==> src/rtl/i2c_reg_script_seq.sv <==
// Register-script sequencer: walks a sync ROM of WRITE/DELAY/VERIFY/END entries and
// drives a single I2C byte-master through a req/done handshake with NACK retry.
module i2c_reg_script_seq #(
  parameter logic [6:0]  SLAVE_ADDR     = 7'h60,
  parameter int unsigned REG_ADDR_BYTES = 2,
  parameter int unsigned SCRIPT_DEPTH   = 128,
  parameter int unsigned DELAY_UNIT_CYC = 50000,
  parameter int unsigned MAX_RETRY      = 3,
  parameter int unsigned RETRY_GAP_CYC  = 1000,
  parameter int unsigned TIMEOUT_CYC    = 1000000,
  localparam int unsigned IDX_W   = $clog2(SCRIPT_DEPTH),
  localparam int unsigned RA_W    = 8 * REG_ADDR_BYTES,
  localparam int unsigned ENTRY_W = 2 + RA_W + 8
) (
  input  logic               i_clk,
  input  logic               i_rst,
  input  logic               i_start,
  output logic [IDX_W-1:0]   o_rom_addr,
  input  logic [ENTRY_W-1:0] i_rom_data,
  output logic               o_mst_req,
  output logic               o_mst_rw,
  output logic [6:0]         o_mst_slave,
  output logic [RA_W-1:0]    o_mst_reg,
  output logic [7:0]         o_mst_wdata,
  input  logic               i_mst_done,
  input  logic               i_mst_nack,
  input  logic               i_mst_arb_lost,
  input  logic [7:0]         i_mst_rdata,
  output logic               o_busy,
  output logic               o_done,
  output logic               o_error,
  output logic [2:0]         o_err_code,
  output logic [IDX_W-1:0]   o_err_index,
  output logic [7:0]         o_rd_val
);

  localparam int unsigned DLY_MAX  = 255 * DELAY_UNIT_CYC;
  localparam int unsigned CNT_MAX0 = (DLY_MAX > TIMEOUT_CYC) ? DLY_MAX : TIMEOUT_CYC;
  localparam int unsigned CNT_MAX  = (CNT_MAX0 > RETRY_GAP_CYC) ? CNT_MAX0 : RETRY_GAP_CYC;
  localparam int unsigned CNT_W    = $clog2(CNT_MAX + 1);
  localparam int unsigned RTY_W    = (MAX_RETRY > 0) ? $clog2(MAX_RETRY + 1) : 1;

  localparam logic [1:0] OP_WRITE  = 2'd0;
  localparam logic [1:0] OP_DELAY  = 2'd1;
  localparam logic [1:0] OP_VERIFY = 2'd2;
  localparam logic [1:0] OP_END    = 2'd3;

  localparam logic [3:0] ST_IDLE   = 4'd0;
  localparam logic [3:0] ST_FETCH  = 4'd1;
  localparam logic [3:0] ST_DECODE = 4'd2;
  localparam logic [3:0] ST_ISSUE  = 4'd3;
  localparam logic [3:0] ST_WAIT   = 4'd4;
  localparam logic [3:0] ST_DELAY  = 4'd5;
  localparam logic [3:0] ST_GAP    = 4'd6;
  localparam logic [3:0] ST_DONE   = 4'd7;
  localparam logic [3:0] ST_ERROR  = 4'd8;

  logic [3:0]         state_q, state_d;
  logic [IDX_W-1:0]   index_q, index_d;
  logic [RTY_W-1:0]   retry_q, retry_d;
  logic [CNT_W-1:0]   cnt_q, cnt_d;
  logic [ENTRY_W-1:0] entry_q, entry_d;
  logic [2:0]         err_code_q, err_code_d;
  logic [IDX_W-1:0]   err_index_q, err_index_d;
  logic [7:0]         rd_val_q, rd_val_d;
  logic               fail, advance;
  logic [2:0]         fail_code;

  logic [1:0] rom_op, entry_op;
  assign rom_op   = i_rom_data[ENTRY_W-1 -: 2];
  assign entry_op = entry_q[ENTRY_W-1 -: 2];

  always_comb begin
    state_d     = state_q;
    index_d     = index_q;
    retry_d     = retry_q;
    cnt_d       = cnt_q;
    entry_d     = entry_q;
    err_code_d  = err_code_q;
    err_index_d = err_index_q;
    rd_val_d    = rd_val_q;
    fail        = 1'b0;
    fail_code   = 3'd0;
    advance     = 1'b0;
    case (state_q)
      ST_IDLE, ST_DONE, ST_ERROR: begin
        if (i_start) begin
          state_d     = ST_FETCH;
          index_d     = '0;
          retry_d     = '0;
          err_code_d  = 3'd0;
          err_index_d = '0;
        end
      end
      ST_FETCH: state_d = ST_DECODE;
      ST_DECODE: begin
        entry_d = i_rom_data;
        case (rom_op)
          OP_DELAY: begin
            cnt_d   = CNT_W'(DELAY_UNIT_CYC * 32'(i_rom_data[7:0]));
            state_d = ST_DELAY;
          end
          OP_END:  state_d = ST_DONE;
          default: state_d = ST_ISSUE;
        endcase
      end
      ST_ISSUE: begin
        cnt_d   = '0;
        state_d = ST_WAIT;
      end
      ST_WAIT: begin
        if (i_mst_done) begin
          // Arbitration loss outranks NACK: the bus is no longer ours to retry on.
          if (i_mst_arb_lost) begin
            fail      = 1'b1;
            fail_code = 3'd2;
          end else if (i_mst_nack) begin
            if (retry_q < RTY_W'(MAX_RETRY)) begin
              retry_d = retry_q + 1'b1;
              cnt_d   = CNT_W'(RETRY_GAP_CYC);
              state_d = ST_GAP;
            end else begin
              fail      = 1'b1;
              fail_code = 3'd1;
            end
          end else if (entry_op == OP_VERIFY) begin
            rd_val_d = i_mst_rdata;
            if (i_mst_rdata != entry_q[7:0]) begin
              fail      = 1'b1;
              fail_code = 3'd3;
            end else begin
              advance = 1'b1;
            end
          end else begin
            advance = 1'b1;
          end
        end else if (cnt_q >= CNT_W'(TIMEOUT_CYC - 1)) begin
          fail      = 1'b1;
          fail_code = 3'd4;
        end else begin
          cnt_d = cnt_q + 1'b1;
        end
      end
      ST_DELAY: begin
        if (cnt_q == '0) advance = 1'b1;
        else cnt_d = cnt_q - 1'b1;
      end
      ST_GAP: begin
        if (cnt_q <= CNT_W'(1)) state_d = ST_ISSUE;
        else cnt_d = cnt_q - 1'b1;
      end
      default: state_d = ST_IDLE;
    endcase

    if (advance) begin
      retry_d = '0;
      if (index_q == IDX_W'(SCRIPT_DEPTH - 1)) begin
        fail      = 1'b1;
        fail_code = 3'd5;
      end else begin
        index_d = index_q + 1'b1;
        state_d = ST_FETCH;
      end
    end
    if (fail) begin
      state_d     = ST_ERROR;
      err_code_d  = fail_code;
      err_index_d = index_q;
    end
  end

  always_ff @(posedge i_clk) begin
    if (i_rst) begin
      state_q     <= ST_IDLE;
      index_q     <= '0;
      retry_q     <= '0;
      cnt_q       <= '0;
      entry_q     <= '0;
      err_code_q  <= 3'd0;
      err_index_q <= '0;
      rd_val_q    <= 8'd0;
    end else begin
      state_q     <= state_d;
      index_q     <= index_d;
      retry_q     <= retry_d;
      cnt_q       <= cnt_d;
      entry_q     <= entry_d;
      err_code_q  <= err_code_d;
      err_index_q <= err_index_d;
      rd_val_q    <= rd_val_d;
    end
  end

  assign o_rom_addr  = index_q;
  assign o_mst_req   = (state_q == ST_ISSUE);
  assign o_mst_rw    = (entry_op == OP_VERIFY);
  assign o_mst_slave = SLAVE_ADDR;
  assign o_mst_reg   = entry_q[8 +: RA_W];
  assign o_mst_wdata = entry_q[7:0];
  assign o_busy      = !(state_q == ST_IDLE || state_q == ST_DONE || state_q == ST_ERROR);
  assign o_done      = (state_q == ST_DONE);
  assign o_error     = (state_q == ST_ERROR);
  assign o_err_code  = err_code_q;
  assign o_err_index = err_index_q;
  assign o_rd_val    = rd_val_q;

endmodule

==> config.mk <==
export PLATFORM = sky130hd
export DESIGN_NAME = i2c_reg_script_seq
export DESIGN_NICKNAME = d
export VERILOG_FILES = /design/src/rtl/i2c_reg_script_seq.sv
export SDC_FILE = /design/constraint.sdc
export NUM_CORES = 1
export LEC_CHECK = 0
export ABC_AREA = 0
export CAP_MARGIN = 0
export CORE_AREA = 3 3 101 141
export CTS_CLUSTER_SIZE = 12
export DETAILED_ROUTE_END_ITERATION = 10
export DIE_AREA = 0 0 104 144
export PLACE_DENSITY_LB_ADDON = 0.08
export SLEW_MARGIN = 10
export SYNTH_ARGS = -nofsm -noshare
export SYNTH_HDL_FRONTEND = slang
export SYNTH_SLANG_ARGS = --single-unit
==> constraint.sdc <==
create_clock -name i_clk -period 4.2 [get_ports i_clk]
set_input_delay 0.84 -clock i_clk [delete_from_list [all_inputs] [get_ports i_clk]]
set_output_delay 0.84 -clock i_clk [all_outputs]
set_load 0.005 [all_outputs]
==> Word level (Yosys, flattened, before mapping) <==
Index checks and enable logic that the tools add are counted.
{ "totals": {"in_bits": 40, "register_bits": 81} }
{ "op_classes": {"magnitude_cmp": 3, "n_mux": 63, "n_reduce_logical": 16, "mul": 1, "bitwise": 2, "n_eq_ne": 25, "n_addsub": 4} }
{ "op_table": {"columns": ["operator", "n"], "rows": [
  ["$mux 24", 8],
  ["$pmux 24 s5", 1],
  ["$mux 7", 7],
  ["$mux 4", 9],
  ["$mux 3", 10],
  ["$pmux 4 s7", 1],
  ["$add 24x1->24 const B", 1],
  ["$ge 24x20->1 const B", 1],
  ["$le 24x1->1 const B", 1],
  ["$logic_not 24->1", 1],
  ["$sub 24x1->24 const B", 1],
  ["$mul 12x8->20 const A", 1],
  ["$mux 1", 17],
  ["$eq 4x3->1 const B", 4],
  ["$ne 2x2->1 const B", 8],
  ["$mux 2", 7],
  ["$ne 3x3->1 const B", 4],
  ["$eq 4x2->1 const B", 2],
  ["$ne 8x8->1", 1],
  ["$reduce_and 8->1", 1],
  ["$add 7x1->7 const B", 1],
  ["$eq 7x7->1 const B", 1],
  ["$pmux 3 s2", 1],
  ["$reduce_and 6->1", 1],
  ["other kinds (18)", 24]
]} }

==> Longest topological paths before layout <==
Gate-level depths: netlist of the first run.
{ "depth": {"ltp_word": 11, "mapped_depth": 14, "mapped_depth_nobuf": 14} }

==> Worst setup path before layout of the first run <==
No wires, ideal clock.
{ "synth_path": {"path_kind": "in2reg", "startpoint": "in i_rom_data[3]", "endpoint": "reg cnt_q[21]", "setup_time_ns": 0.086, "path_buffers": 0, "slack_ns": 0.215, "stages": 12, "t_arrival_ns": 3.899, "path_cell_list": "ha_1 fa_1 fa_1 ha_1 ha_1 a21oi_1 nand2_1 o21bai_1 a21bo_2 a211oi_1 o21ai_0 a211oi_1"} }
{ "synth_between": {"elab_chain_cells": 3} }
{ "synth_lines": {"columns": ["item", "line", "text"], "rows": [
  ["start, declared", "19", "input logic [ENTRY_W-1:0] i_rom_data,"],
  ["$mul 12x8->20", "100", "cnt_d = CNT_W'(DELAY_UNIT_CYC * 32'(i_rom_data[7:0]));"],
  ["$mux 24", "98", "case (rom_op)"],
  ["$pmux 24 s5", "85", "case (state_q)"],
  ["end signal, assigned", "186", "cnt_q <= cnt_d;"],
  ["end, declared", "61", "logic [CNT_W-1:0] cnt_q, cnt_d;"]
]} }
Every way passes these cells. The select of a mux whose other input is x is not followed.
A chain may end at the register's enable or synchronous reset.

==> Worst setup path in the final report of the first run <==
{ "layout_path": {"startpoint": "in i_rom_data[2]", "endpoint": "reg cnt_q[21]"} }
The elaborated chain is that of the path after synthesis.

==> results.env, run 1 <==
TIMING.FMAX_MHz=243
UNREPAIRED_SETUP_ENDPOINTS_AFTER_GLOBAL_ROUTING='true'
SITE_ROW_COUNT=49
FINAL_LAYOUT_SIZE_SUFFIX_GT1_SHARE_PCT=13.4
POSTROUTEANTENNANETS=0
TRITONCTS='done'
WORST_R2R_PATH_DEPTH=8
PORT_BUFFERS=93
YS_WARN_COUNT=0
VIAS_IN_THE_FIRST_GLOBAL_ROUTE=6412
TIMING_WORST_SLEW_PIN_VALUE_NS=0.976
SYNTH_ENABLE_FLOP_CELLS=0
WORST_HOLD_PATH.NUM_CELLS=2
TIMING.FINAL.MAX_SLEW_VIOLATIONS=0
TOTAL_CLOCK_BUFFERS_CREATED_BY_CTS=9
PLACE_CONGESTION=0.902
TIMING.CRITICAL_PATH.TO_TYPE='register'
HALF_PERIMETER_WIRE_LENGTH_AFTER_PLACEMENT_MICRONS=14200
GLOBAL_ROUTE_WIRE_LENGTH_BEFORE_REPAIR_MICRONS=30700
SYNTH.AVG_CELL_AREA_SQ_UM=7.86
CTS_MAX_PATH_BUFFERS=2
FP.DIEAREA_SQ_MM=0.0150
GR-MAX-USAGE-LAYER='met2'
PEAK_SUPPLY_DROP_mV=0.302
PIN_COUNT_OF_THE_BIGGEST_NET_ENTERING_GLOBAL_ROUTING=49
POWER_LEAKAGE_uW=0.00310
WORST_SLACK_NS=0.0852
CRITICAL-PATH-TOP-DELAY-FAMILY='adder cells'
MET3_USAGE_PCT=3.89
NUM-NETS-FINAL=1019
ROUTE.DETAILED.WL_PER_INST_MICRONS=17.3
CTS.HOLD.BUFFERS_ADDED=0
DESIGN.CORE.AREA_SQ_MM=0.0130
GRT_UTIL_ALL_LAYERS_PCT=24.9
FINAL_COUNT_OF_HOLD_TIMING_VIOLATIONS=0
BOUNDARYPINS=101
CRITPATHBUFINV=2
WORSTPATHARRIVAL_NS=4.37
MET2_USAGE_PCT=48.2
CRITPATHSLOWESTCELL='sky130_fd_sc_hd__fa_1'
WORST_HOLD_SLACK_NS=0.452
TOTAL_OVERFLOW_REPORTED_BY_THE_GLOBAL_ROUTER=0
WORST_MIN_PATH_CLASS='register to register'
MOSTFREQUENTLAYOUTCELL='sky130_fd_sc_hd__nand2_1'
ROUTE.VIAS.TOTAL=6391
ANTENNA_CELLS=0
TIMING.SETUP.CRITICAL_PATH_CLASS='input pin to register'
TIMING.FINAL.CRIT_SHARE_PCT=98.0
MAX_CAP_VIOLATIONS=0
PORTION_OF_THE_POST_SYNTHESIS_AREA_USED_BY_SEQUENTIAL_ELEMENTS_PCT=25.0
HTREE_NUM_LEVELS=3
INITIAL_ANTENNA_VIOLATION_COUNT=0
CLOCK_SLEW_AT_THE_REGISTER_CLOCK_PINS_OF_THE_WORST_SETUP_AND_HOLD_PATHS_NS=0.07
RUN_STATUS='completed'
WORSTSKEWPAIRLATENCY_NS=0.35
FIRST_PASS_ITERS=5
CRITICAL_PATH_DEPTH=14
DOMINANTREGCELLSYNTH='sky130_fd_sc_hd__dfxtp_1'
DRCVIOLATIONCOUNT=0
CLOCK_PERIOD_MINUS_WORST_SLACK_NS=4.11
YS_SEQ_ELEMENTS=81
CP_COMMON_CELL='sky130_fd_sc_hd__ha_1'
SYNTH_AREA_SQ_MM=0.00647
FIRST_ITER_VIOLATIONS=377
SYNTHESIZED_INSTANCE_COUNT=824
CLOCK-SKEW-FINAL_NS=0.0112
LAYOUT_OVERHEAD_ON_THE_SYNTHESIZED_AREA_PCT=22.7
POSTROUTEWIRELENGTH_MICRONS=18900
CRITPATHMAXFANOUT=4
CLOCK_SINKS=81
BUFFER_TYPE_AT_THE_CLOCK_TREE_ROOT='sky130_fd_sc_hd__clkbuf_16'
WORSTPATHREQUIRED_NS=4.45
SYNTH-ASYNC-RESET-RATIO_PCT=0
DIE_W_MICRONS=104
POST_SYNTH_NUM_CELL_TYPES=75
LAYOUT.CELLS.MOST_COMMON_LIST='sky130_fd_sc_hd__nand2_1, sky130_fd_sc_hd__clkdlybuf4s50_1, sky130_fd_sc_hd__a21oi_1'
TIMING.CRITICAL_PATH.SLOWEST_CELL_DELAY_NS=0.48
INITIAL_STANDARD_CELL_UTILIZATION_OF_THE_CORE_PCT=49.8
USE_MET1_PCT=27.2
VIAS_PER_STD_CELL=5.86
CP-START-KIND='input pin'
WORST_SLACK_AFTER_DETAILED_PLACEMENT_NS=-0.539
DIEHEIGHT_MICRONS=144
FF2FF_SETUP_SLACK_NS=0.96
POWERDENSITY_mW_PER_MM2=583
SETUP_VIOLATIONS=0
WORSTPATHCELLLIST='clkdlybuf4s50_1 -> buf_4 -> ha_1 -> ha_1 -> fa_1 -> ha_1 -> ha_1 -> a21oi_2 -> nand2_1 -> o21bai_2 -> a21bo_4 -> a211oi_2 -> o21ai_0 -> a211oi_1'
SLEW-LIMIT-HEADROOM_PCT=34.9
Yosys cell counts, types with 5 or more instances:
cell type | instances | area (sq um)
sky130_fd_sc_hd__nor4_1 | 17 | 106
sky130_fd_sc_hd__o31ai_1 | 5 | 37.5
sky130_fd_sc_hd__clkbuf_1 | 33 | 124
sky130_fd_sc_hd__nand2_1 | 103 | 387
sky130_fd_sc_hd__a31oi_1 | 10 | 62.6
sky130_fd_sc_hd__xor2_1 | 9 | 78.8
sky130_fd_sc_hd__dfxtp_1 | 81 | 1620
sky130_fd_sc_hd__nand3_1 | 19 | 95.1
sky130_fd_sc_hd__o21ai_0 | 35 | 175
sky130_fd_sc_hd__o32ai_1 | 6 | 52.6
sky130_fd_sc_hd__buf_6 | 6 | 67.6
sky130_fd_sc_hd__nor2_1 | 61 | 229
sky130_fd_sc_hd__xnor2_1 | 19 | 166
sky130_fd_sc_hd__fa_1 | 12 | 240
sky130_fd_sc_hd__o22ai_1 | 10 | 62.6
sky130_fd_sc_hd__buf_4 | 34 | 255
sky130_fd_sc_hd__or3b_2 | 8 | 70.1
sky130_fd_sc_hd__and3_1 | 8 | 50.1
sky130_fd_sc_hd__o211ai_1 | 11 | 82.6
sky130_fd_sc_hd__inv_1 | 28 | 105
sky130_fd_sc_hd__mux2i_1 | 10 | 100
sky130_fd_sc_hd__nand4_1 | 11 | 68.8
sky130_fd_sc_hd__nand2b_1 | 8 | 50.1
sky130_fd_sc_hd__nor3_1 | 31 | 155
sky130_fd_sc_hd__a21oi_1 | 88 | 440
sky130_fd_sc_hd__a211oi_1 | 11 | 82.6
sky130_fd_sc_hd__ha_1 | 59 | 738
through the flow:
stage               power (uW)  util [%]  setup TNS (ns)  cell area (sq um)  std cells
floorplan                 3020         -               0               6490        829
global placement          3690      58.1           -3.74               7550       1074
detailed placement        3740      58.1           -5.00               7550       1074
CTS                       4570      60.7               0               7880       1091
global route              4980      61.1         -0.0628               7940       1091
finish                    4630      61.1               0               7940       1091
routing by layer:
| layer | part of all wire (%) | wire length [microns] |
|---|---|---|
| met1 | 40 | 7560 |
| met5 | 0 | 0 |
| met3 | 4.3 | 806 |
| met2 | 53 | 9930 |
| met4 | 3.1 | 591 |
layout make-up:
cell class / count / area (sq um)
Multi-Input combinational cell: 638 / 4360
Timing Repair Buffer: 150 / 1350
Sequential cell: 81 / 1620
Clock inverter: 7 / 58.8
Inverter: 28 / 105
Clock buffer: 9 / 225
Fill cell: 1243 / 5050
Tap cell: 178 / 223
tightest hold or removal path: stages (launching register included):
cell and delay (ns):
sky130_fd_sc_hd__dfxtp_1 0.31, sky130_fd_sc_hd__nand2_1 0.05, sky130_fd_sc_hd__a21oi_1 0.05
power by group:
group	switching (uW)	leakage, uW	internal, uW
logic	1530	0.00230	1140
registers	263	0.000656	912
clock network	371	0.000139	413
registers in the layout (all words and copies together), names as in the netlist:
register and cells:
cnt_q 24, state_q 4, retry_q 2, o_rd_val 8, o_err_code 3, o_rom_addr 7
entry_q 26, o_err_index 7
repair_timing:
action | in CTS | in global routing
setup buffers | 1 | 0
setup endpoints to repair | 8 | 10
pin swaps | 4 | 12
gates resized for setup | 11 | 14
worst paths after layout:
check	start	endpoint
max	i_rom_data[2]	cnt_q[21]$_SDFFE_PP0P_
min	entry_q[18]$_SDFFE_PP0P_	entry_q[18]$_SDFFE_PP0P_
max reg2reg	cnt_q[15]$_SDFFE_PP0P_	o_err_code[1]$_SDFFE_PP0P_
min reg2reg	entry_q[18]$_SDFFE_PP0P_	entry_q[18]$_SDFFE_PP0P_
cells by family (layout without fill, tap and decap cells):
family | after synthesis | count (layout) | share of synthesized area [%]
flops | 81 | 81 | 25.0
compound gates | 218 | 218 | 21.3
simple gates | 303 | 303 | 23.4
xor+xnor | 28 | 28 | 3.79
other cells | 2 | 7 | 0.116
fa+ha+maj | 71 | 71 | 15.1
mux | 11 | 11 | 1.72
buf+inv | 110 | 194 | 9.59
(Power assumes the default switching activity.)
==> inputs of run 2 (changes only) <==
- ABC_CLOCK_PERIOD_IN_PS: default -> 4200
==> results of run 2 <==
Same layout as run 1: the final DEF is identical, and so are final timing and power.
